--- config.mk ---
export PLATFORM = sky130hd
export DESIGN_NAME = keypad_scan_decode_flat
export DESIGN_NICKNAME = d
export VERILOG_FILES = /design/src/rtl/keypad_scan_decode_if.sv /design/src/rtl/keypad_scan_decode.sv /design/src/flat_wrapper.sv
export SDC_FILE = /design/constraint.sdc
export NUM_CORES = 1
export LEC_CHECK = 0
export BUFFER_PORTS_ARGS = -buffer_cell sky130_fd_sc_hd__buf_2
export CAP_MARGIN = 20
export CORE_MARGIN = 3
export CORE_UTILIZATION = 60
export DETAILED_ROUTE_END_ITERATION = 12
export GPL_TIMING_DRIVEN = 0
export PLACE_DENSITY_LB_ADDON = 0.3
export SKIP_CTS_REPAIR_TIMING = 1
export SLEW_MARGIN = 25
export SYNTH_ARGS = -nofsm -noshare
export SYNTH_HDL_FRONTEND = slang
export SYNTH_SLANG_ARGS = --single-unit
export TNS_END_PERCENT = 100
--- constraint.sdc ---
create_clock -name clk -period 3.5 [get_ports clk]
set_clock_uncertainty 0.05 [all_clocks]
set_input_delay 0.525 -clock clk [delete_from_list [all_inputs] [get_ports clk]]
set_output_delay 0.525 -clock clk [all_outputs]
set_load 0.03 [all_outputs]
--- src/rtl/keypad_scan_decode_if.sv ---
// Keypad pin and key-code bundle for keypad_scan_decode.
//   row_n      : keypad rows, active-low, pulled up, asynchronous to clk
//   col_n      : one-hot active-low column drive
//   decode     : stable key code, 0 = no key
//   key_strobe : one-cycle pulse when decode goes 0 -> non-zero
// slave  : the scanner side (drives columns and the key code)
// master : the keypad/consumer side
interface keypad_scan_decode_if;
  logic [3:0] row_n;
  logic [3:0] col_n;
  logic [3:0] decode;
  logic       key_strobe;

  modport slave  (input row_n, output col_n, output decode, output key_strobe);
  modport master (output row_n, input col_n, input decode, input key_strobe);
endinterface

--- src/rtl/keypad_scan_decode.sv ---
// 4x4 matrix keypad scanner with pass-level debounce and key decoding.
// Ports:
//   clk   : system clock
//   RST   : asynchronous reset, active-high
//   kp_if : keypad_scan_decode_if.slave (row_n in; col_n, decode, key_strobe out)
// Optional feature: define KEYPAD_AUTOREPEAT_EN to enable auto-repeat while a
// key is held (decode drops to 0 for one pass every REPEAT_SCANS passes).
module keypad_scan_decode #(
  parameter int unsigned SCAN_DIV       = 1000,
  parameter int unsigned DEBOUNCE_SCANS = 4,
  parameter int unsigned REPEAT_SCANS   = 200
) (
  input logic                 clk,
  input logic                 RST,
  keypad_scan_decode_if.slave kp_if
);

  localparam int unsigned DwellW = (SCAN_DIV > 1) ? $clog2(SCAN_DIV) : 1;
  localparam int unsigned CntW   = $clog2(DEBOUNCE_SCANS + 1);
  localparam logic [DwellW-1:0] DwellLast = DwellW'(SCAN_DIV - 1);
  localparam logic [CntW-1:0]   CntMax    = CntW'(DEBOUNCE_SCANS);
  localparam logic [CntW-1:0]   CntOne    = CntW'(1);

  typedef enum logic [1:0] {StIdle, StPressDb, StHeld, StReleaseDb} state_e;
  typedef enum logic [1:0] {ResNone, ResKey, ResMulti} res_e;

  function automatic logic [3:0] key_code(input logic [1:0] r, input logic [1:0] c);
    logic [3:0] code;
    case ({r, c})
      4'h0: code = 4'd1;  4'h1: code = 4'd2;  4'h2: code = 4'd3;  4'h3: code = 4'd12;
      4'h4: code = 4'd4;  4'h5: code = 4'd5;  4'h6: code = 4'd6;  4'h7: code = 4'd13;
      4'h8: code = 4'd7;  4'h9: code = 4'd8;  4'hA: code = 4'd9;  4'hB: code = 4'd14;
      4'hC: code = 4'd10; 4'hD: code = 4'd15; 4'hE: code = 4'd11; default: code = 4'd10;
    endcase
    return code;
  endfunction

  logic [3:0]        row_s1_q, row_s2_q;
  logic [DwellW-1:0] dwell_q, dwell_d;
  logic [1:0]        col_q, col_d;
  logic [1:0]        acc_hits_q, acc_hits_d;  // hits so far this pass, saturating at 2
  logic [3:0]        acc_code_q, acc_code_d;
  state_e            state_q, state_d;
  logic [3:0]        cand_q, cand_d;
  logic [CntW-1:0]   cnt_q, cnt_d;
  logic [3:0]        decode_q, decode_d;
  logic              strobe_q, strobe_d;

  logic       sample, pass_end;
  logic [3:0] rows;
  logic [1:0] row_idx, hits_now, hits_sum;
  logic [3:0] code_sum;
  logic       row_one;
  res_e       res;
  logic       is_cand;
  logic [CntW-1:0] cnt_inc;

`ifdef KEYPAD_AUTOREPEAT_EN
  localparam int unsigned HoldW = $clog2(REPEAT_SCANS + 1);
  localparam logic [HoldW-1:0] HoldMax = HoldW'(REPEAT_SCANS);
  logic [HoldW-1:0] hold_q, hold_d, hold_inc;
  logic             gap_q, gap_d;  // decode is in its one-pass repeat gap
  assign hold_inc = hold_q + HoldW'(1);
`else
  logic unused_repeat_scans;
  assign unused_repeat_scans = ^REPEAT_SCANS;
`endif

  assign sample   = (dwell_q == DwellLast);
  assign pass_end = sample && (col_q == 2'd3);
  assign cnt_inc  = (cnt_q == CntMax) ? cnt_q : cnt_q + CntOne;

  // Per-column row evaluation and pass accumulation.
  always_comb begin
    rows    = ~row_s2_q;
    row_one = (rows != 4'd0) && ((rows & (rows - 4'd1)) == 4'd0);
    case (rows)
      4'b0010: row_idx = 2'd1;
      4'b0100: row_idx = 2'd2;
      4'b1000: row_idx = 2'd3;
      default: row_idx = 2'd0;
    endcase
    hits_now = (rows == 4'd0) ? 2'd0 : (row_one ? 2'd1 : 2'd2);
    if (acc_hits_q == 2'd0)    hits_sum = hits_now;
    else if (hits_now == 2'd0) hits_sum = acc_hits_q;
    else                       hits_sum = 2'd2;
    code_sum = (acc_hits_q == 2'd0) ? key_code(row_idx, col_q) : acc_code_q;
    if (hits_sum == 2'd0)      res = ResNone;
    else if (hits_sum == 2'd1) res = ResKey;
    else                       res = ResMulti;
    is_cand = (res == ResKey) && (code_sum == cand_q);
  end

  // Column dwell and rotation.
  always_comb begin
    dwell_d    = dwell_q + DwellW'(1);
    col_d      = col_q;
    acc_hits_d = acc_hits_q;
    acc_code_d = acc_code_q;
    if (sample) begin
      dwell_d    = '0;
      col_d      = col_q + 2'd1;
      acc_hits_d = pass_end ? 2'd0 : hits_sum;
      acc_code_d = pass_end ? 4'd0 : code_sum;
    end
  end

  // Debounce FSM, evaluated once per completed pass.
  always_comb begin
    state_d  = state_q;
    cand_d   = cand_q;
    cnt_d    = cnt_q;
    decode_d = decode_q;
    strobe_d = 1'b0;
`ifdef KEYPAD_AUTOREPEAT_EN
    hold_d = hold_q;
    gap_d  = gap_q;
`endif
    if (pass_end) begin
      case (state_q)
        StIdle: begin
`ifdef KEYPAD_AUTOREPEAT_EN
          gap_d  = 1'b0;
          hold_d = '0;
`endif
          if (res == ResKey) begin
            cand_d = code_sum;
            if (CntOne == CntMax) begin
              state_d  = StHeld;
              cnt_d    = '0;
              decode_d = code_sum;
              strobe_d = 1'b1;
            end else begin
              state_d = StPressDb;
              cnt_d   = CntOne;
            end
          end
        end
        StPressDb: begin
          if (is_cand) begin
            if (cnt_inc == CntMax) begin
              state_d  = StHeld;
              cnt_d    = '0;
              decode_d = cand_q;
              strobe_d = 1'b1;
`ifdef KEYPAD_AUTOREPEAT_EN
              hold_d = '0;
              gap_d  = 1'b0;
`endif
            end else begin
              cnt_d = cnt_inc;
            end
          end else begin
            state_d = StIdle;
            cnt_d   = '0;
          end
        end
        StHeld: begin
          if (res == ResNone || (res == ResKey && !is_cand)) begin
            if (CntOne == CntMax) begin
              state_d  = StIdle;
              cnt_d    = '0;
              decode_d = 4'd0;
            end else begin
              state_d = StReleaseDb;
              cnt_d   = CntOne;
            end
          end else begin
`ifdef KEYPAD_AUTOREPEAT_EN
            if (gap_q) begin
              decode_d = cand_q;
              strobe_d = 1'b1;
              gap_d    = 1'b0;
              hold_d   = '0;
            end else if (hold_inc == HoldMax) begin
              decode_d = 4'd0;
              gap_d    = 1'b1;
              hold_d   = '0;
            end else begin
              hold_d = hold_inc;
            end
`endif
          end
        end
        StReleaseDb: begin
          if (is_cand) begin
            state_d = StHeld;
            cnt_d   = '0;
          end else if (res != ResMulti) begin
            if (cnt_inc == CntMax) begin
              state_d  = StIdle;
              cnt_d    = '0;
              decode_d = 4'd0;
            end else begin
              cnt_d = cnt_inc;
            end
          end
        end
        default: state_d = StIdle;
      endcase
    end
  end

  always_ff @(posedge clk or posedge RST) begin
    if (RST) begin
      row_s1_q   <= 4'hF;  // idle rows read high, so no phantom press
      row_s2_q   <= 4'hF;
      dwell_q    <= '0;
      col_q      <= 2'd0;
      acc_hits_q <= 2'd0;
      acc_code_q <= 4'd0;
      state_q    <= StIdle;
      cand_q     <= 4'd0;
      cnt_q      <= '0;
      decode_q   <= 4'd0;
      strobe_q   <= 1'b0;
`ifdef KEYPAD_AUTOREPEAT_EN
      hold_q     <= '0;
      gap_q      <= 1'b0;
`endif
    end else begin
      row_s1_q   <= kp_if.row_n;
      row_s2_q   <= row_s1_q;
      dwell_q    <= dwell_d;
      col_q      <= col_d;
      acc_hits_q <= acc_hits_d;
      acc_code_q <= acc_code_d;
      state_q    <= state_d;
      cand_q     <= cand_d;
      cnt_q      <= cnt_d;
      decode_q   <= decode_d;
      strobe_q   <= strobe_d;
`ifdef KEYPAD_AUTOREPEAT_EN
      hold_q     <= hold_d;
      gap_q      <= gap_d;
`endif
    end
  end

  assign kp_if.col_n      = ~(4'b0001 << col_q);
  assign kp_if.decode     = decode_q;
  assign kp_if.key_strobe = strobe_q;

endmodule
--- src/flat_wrapper.sv ---
// flat-port wrapper written by rule: the top's interface ports become plain ports
module keypad_scan_decode_flat 
#(
  parameter int unsigned SCAN_DIV       = 1000,
  parameter int unsigned DEBOUNCE_SCANS = 4,
  parameter int unsigned REPEAT_SCANS   = 200
)
  (clk, RST, kp_if_row_n, kp_if_col_n, kp_if_decode, kp_if_key_strobe);
  keypad_scan_decode_if kp_if_i ();
  input logic clk;
  input logic RST;
  input wire logic [$bits(kp_if_i.row_n)-1:0] kp_if_row_n;
  output wire logic [$bits(kp_if_i.col_n)-1:0] kp_if_col_n;
  output wire logic [$bits(kp_if_i.decode)-1:0] kp_if_decode;
  output wire logic [$bits(kp_if_i.key_strobe)-1:0] kp_if_key_strobe;
  assign kp_if_i.row_n = kp_if_row_n;
  assign kp_if_col_n = kp_if_i.col_n;
  assign kp_if_decode = kp_if_i.decode;
  assign kp_if_key_strobe = kp_if_i.key_strobe;
  keypad_scan_decode #(.SCAN_DIV(SCAN_DIV), .DEBOUNCE_SCANS(DEBOUNCE_SCANS), .REPEAT_SCANS(REPEAT_SCANS)) u_core (.clk(clk), .RST(RST), .kp_if(kp_if_i));
endmodule
-- Yosys cells after proc, flatten, opt, wreduce, memory -nomap -nowiden
Memory sizes are Yosys's and may differ from the RTL's.
Cells that the tools add are included.
- memories: 1
- input bits: 6
- ROM bits: 64
- logic and storage cells: 100
- bits in registers: 40
- output and inout port bits: 9
- memories (memory ; depth ; bits a word ; read ports ; clocked after memory_dff ; write ports ; RTL line ; text):
    (name not given) ; 16 ; 4 ; 1 ; 0 ; 0 ; keypad_scan_decode.sv:29 ; case ({r, c})
- eq/ne operators: 24
- bitwise logic cells: 3
- mux-type cells: 37
- reductions and logical operators: 19
- shifts and indexed selects: 1
- $add $sub $neg: 4
- operator list (operator ; count):
    $mux W2 ; 14
    $mux W4 ; 7
    $mux W3 ; 7
    $ne A2 B1 Y1 const B ; 6
    $pmux W3 S4 ; 1
    $add A10 B1 Y10 const B ; 1
    $eq A10 B10 Y1 const B ; 1
    $logic_not A2 Y1 ; 5
    $mux W10 ; 1
    $logic_not A4 Y1 ; 2
    $not A4 Y4 ; 2
    $pmux W2 S4 ; 1
    $pmux W4 S2 ; 1
    $reduce_and A7 Y1 ; 1
    $eq A2 B1 Y1 const B ; 3
    $eq A2 B2 Y1 const B ; 3
    $eq A3 B3 Y1 const B ; 2
    $ne A3 B1 Y1 const B ; 2
    $pmux W2 S3 ; 1
    $reduce_and A6 Y1 ; 1
    $and A4 B4 Y4 ; 1
    $eq A4 B2 Y1 const B ; 1
    $eq A4 B3 Y1 const B ; 1
    $eq A4 B4 Y1 ; 1
    other kinds (15) ; 22

-- Depth between registers and ports, before layout
- depth in word-level cells: 20
- mapped depth: 11

-- Worst setup path after synthesis
No wires, ideal clock.
- kind: reg-to-reg
- start: register u_core.col_q[0]
- end: register u_core.cnt_q[2]
- arrival time: 2514 ps
- cell stages (with the launch flop): 11
- path slack: 845 ps
- path buffers: 0
- cell sequence: dfrtp_1 -> inv_1 -> ha_1 -> or3b_1 -> a311oi_2 -> o32ai_2 -> xnor2_2 -> nand4_2 -> xnor2_2 -> nand2_1 -> o31ai_2
- cells in the longest elaborated chain, start to end: 9
- elaborated cells between the ends (all ways): 15
- ends and longest elaborated chain (what ; RTL line ; text):
    start, declared ; keypad_scan_decode.sv:40 ; logic [1:0] col_q, col_d;
    start signal, assigned ; keypad_scan_decode.sv:225 ; col_q <= col_d;
    $mem_v2 Z16 W4 ; n/a ;
    $mux W4 ; keypad_scan_decode.sv:87 ; code_sum = (acc_hits_q == 2'd0) ? key_code(row_idx, col_q) : acc_code_q;
    $eq A4 B4 Y1 ; keypad_scan_decode.sv:91 ; is_cand = (res == ResKey) && (code_sum == cand_q);
    $logic_and A1 B1 Y1 ; keypad_scan_decode.sv:91 ;
    $logic_not A1 Y1 ; keypad_scan_decode.sv:159 ; if (res == ResNone || (res == ResKey && !is_cand)) begin
    $logic_and A1 B1 Y1 ; keypad_scan_decode.sv:159 ;
    $logic_or A1 B1 Y1 ; keypad_scan_decode.sv:159 ;
    $ne A2 B1 Y1 (no source line) ; n/a ;
    $reduce_and A4 Y1 (no source line) ; n/a ;
    end signal, assigned ; keypad_scan_decode.sv:230 ; cnt_q <= cnt_d;
    end, declared ; keypad_scan_decode.sv:45 ; logic [CntW-1:0] cnt_q, cnt_d;
Parallel ways exist; a longest one is shown, timed or not.
A chain may end at the register's enable or synchronous reset.

-- Worst setup path in the final report
- start: register u_core.col_q[0]
- end: register u_core.cnt_q[1]
Same word-level chain as after synthesis.

==> key figures <==
Outcome
  • Status: finished, final reports clean

Worst setup path
  • Req. time, crit path: 3.64 ns
  • Worst Setup End Kind: register
  • Worst Setup SP: u_core.col_q[0]
  • Cells on worst reg2reg path: 10
  • Worst Setup Path Type: register to register
  • Flop2flop setup slack: 0.42 ns
  • Crit path DAT: 3.22 ns
  • CP Launch Type: register
  • Worst r2r src: u_core.col_q[0]
  • CP Max Fanout: 8
  • CP Capture Point: u_core.cnt_q[1]
  • R2R Path End: u_core.cnt_q[1]

Drt
  • Final wirelength: 4.59 mm
  • Via count: 1796
  • Wirelength per Cell: 14.8 µm
  • Post-route DRC: 0
  • Antenna viol nets, final: 0
  • Iter 0 DRT Violations: around 180
  • Vias per cell: 5.77
  • Drt pass-1 iters: 4

CTS
  • Clk slew on worst S/H paths: 0.08 ns
  • Worst-Skew Late Latency: 0.29 ns
  • CTS buffer count: 5
  • Max Root-Sink Buffers: 2
  • CTS tree: built
  • Clock net sink count: 40
  • CTS H-tree depth: 2
  • Clock root buffer master: clkbuf_8

Placed design
  • Inst Count DP: approximately 300
  • DPL Wire Length: 3.37 mm
  • PortBufs: 14
  • DP Area: 2550 µm²
  • Routability cong.: 0.841

Timing
  • Final worst-path cycle share: 0.879
  • Hold Fails Final Rpt: 0
  • Worst slew pin tran: 0.710 ns
  • Max Freq: 0.325 GHz
  • Slew HR: 0.523
  • Setup TNS: 0 ns
  • Final setup vio count: 0
  • Final min period: 3.08 ns
  • Slew Viols, Final: 0
  • RSZ-0062 raised after global routing: no

Run
  • Max_cap viols: 0

Power
  • P per Cell Area: 326 nW/µm²
  • Switching power of the nets: just over 0.0002 W
  • Combinational share of power: 0.081
  • Sw Share: 0.237
  • Pleak: between 1 and 1.5 nW
  • Flop pwr share: 0.549
  • Worst IR drop on VDD: 0.327 mV
  • Internal: 0.000658 W
  • Clock share of power: 0.370

Floorplan
  • Initial core utilization: 0.641
  • Die area: 4790 µm²
  • Boundary Pins: 15
  • Die height: about 69 µm
  • Core ar.: 3740 µm²
  • Rows: 22
  • Die Width: about 69 µm

Synth
  • Ys async rst share: 1.00
  • Main flop type after synthesis: dfrtp_1
  • Post-Syn Area: around 2400 µm²
  • Sequential fraction of the synthesis area: 0.421
  • Synth Area per Inst: approximately 10 µm²
  • Seq cells post-synth: 40
  • Post-Syn Nets: 253
  • Yosys cell types: 65
  • Synthesized instance count: 240
  • EDFF count, synth: 0
  • Synth Warn #: 0

Finish
  • Final Cell Area: 2640 µm²
  • Share of cells above drive strength 1: 0.221
  • Layout area overhead: 10.2%
  • NumNets Final: 275
  • Diodes inserted: 0
  • Finished Layout Cells: 311

Global routing
  • Total grt overflow: 0
  • Total GRT Usage: 0.203
  • Largest net degree at the start of global routing: 29
  • Vias in the first global route: 1727
  • First-pass GRT wire length: 7.94 mm
  • Initial antenna violation count: 0

Worst hold path
  • Tightest Hold Check Type: input pin to async pin
==> state kept, by name, indices dropped and copies added (netlist names), named ones only <==
name,count
u_core.acc_code_q,4
u_core.acc_hits_q,2
u_core.cand_q,4
u_core.cnt_q,3
u_core.col_q,2
u_core.dwell_q,10
u_core.kp_if.decode,4
u_core.kp_if.key_strobe,1
u_core.row_s1_q,4
u_core.row_s2_q,4
u_core.state_q,1
==> critical path, cell delays in order, from the launching register on <==
cell      delay [ns]
dfrtp_1         0.43
inv_1           0.11
ha_1            0.42
or3b_1          0.42
a311oi_2        0.35
o32ai_2         0.19
xnor2_2         0.24
nand4_2         0.16
xnor2_2         0.24
nand2_1         0.14
o31ai_1         0.22
==> synthesized netlist by cell type (2+ instances only) <==
cell type	n	area [µm²]
dfrtp_1	32	801
inv_1	23	86.3
nand2_1	19	71.3
nor2_1	15	56.3
a21oi_1	14	70.1
nand3_1	9	45.0
dfstp_2	8	210
ha_1	7	87.6
clkbuf_1	6	22.5
o21ai_0	6	30.0
nand4_1	5	31.3
o22ai_1	5	31.3
xor2_1	5	43.8
a22oi_1	4	30.0
and3_1	4	25.0
buf_2	4	20.0
nand2b_1	4	25.0
or3_1	4	25.0
xnor2_1	4	35.0
buf_6	3	33.8
nand4b_1	3	26.3
nor3_1	3	15.0
o211ai_1	3	22.5
a21o_1	2	15.0
nand3b_1	2	15.0
nor3b_1	2	15.0
o21bai_1	2	15.0
o31ai_1	2	15.0
o31ai_2	2	25.0
or2_2	2	12.5
xnor2_2	2	32.5
==> routing by layer <==
| layer | routed length [µm] | GRT usage | part of all wire |
|---|---|---|---|
| met1 | 2180 | 0.291 | 0.47 |
| met2 | 2190 | 0.309 | 0.48 |
| met3 | 128 | 0.0435 | 0.028 |
| met4 | 95 | 0.0607 | 0.021 |
| met5 | 0 | 0 | 0 |
==> layout by cell type (no fill, tap or decap), drive strengths merged, types with 7 or more instances in the layout <==
cell type  Yosys  routed
nand4          7       7
nand3          9       9
nor2          16      16
o21ai          7       7
inv           23      23
dfrtp         32      32
dfstp          8       8
buf            8      23
clkbuf         6      13
ha             7       7
nand2         19      19
a21oi         14      14
==> per-stage QoR <==
stage | hold WS (ns) | total power [W] | utilization | setup slack (ns)
final | 0.124 | 0.000862 | 0.706 | 0.422
after global routing | 0.139 | 0.000896 | 0.706 | 0.217
after CTS | 0.127 | 0.000870 | 0.706 | 0.419
after detailed placement | 0.297 | 0.000552 | 0.681 | 0.470
after global placement | 0.296 | 0.000547 | 0.675 | 0.507
after floorplan | 0.295 | 0.000534 | - | 0.845
==> power groups by stage <==
stage	clock, W	sequential [W]	combinational [W]
final	0.000319	0.000473	0.0000703
after detailed placement	0	0.000482	0.0000705
after CTS	0.000326	0.000473	0.0000705
after floorplan	0	0.000481	0.0000535
after global routing	0.000346	0.000474	0.0000764
after global placement	0	0.000482	0.0000654
==> worst min path at each step <==
| stage | cells past startpoint | startpoint | endpoint | slack (ns) |
|---|---|---|---|---|
| finish | 2 | RST | u_core.cnt_q[0] | 0.12 |
| global route | 2 | RST | u_core.cand_q[1] | 0.14 |
| CTS | 2 | RST | u_core.cand_q[1] | 0.13 |
| detailed placement | 0 | u_core.row_s1_q[2] | u_core.row_s2_q[2] | 0.30 |
| global placement | 0 | u_core.row_s1_q[0] | u_core.row_s2_q[0] | 0.30 |
| floorplan | 0 | u_core.row_s1_q[0] | u_core.row_s2_q[0] | 0.30 |
==> kinds of logic (layout without fill, tap and decap cells) <==
kind of cell             Yosys count  after routing  synth area share
buffers and inverters             37             60            0.0709
flip-flops                        40             40             0.421
multiplexers                       4              4            0.0230
AND/OR/NAND/NOR                   79             79             0.182
AO/OA/AOI/OAI                     60             60             0.204
XOR/XNOR                          12             12            0.0579
adder cells (fa/ha/maj)            8              8            0.0407
==> layout make-up <==
cell class / count / area, µm²
inverters: 23 / 86.3
fillers: 287 / 1100
multi-input cells: 163 / 1220
repair buffers: 15 / 90.1
clock inverters: 1 / 7.51
well taps: 48 / 60.1
flip-flops and latches: 40 / 1010
plain buffers: 14 / 83.8
clock buffers: 7 / 86.3
Power figures use the tool's default switching activity.
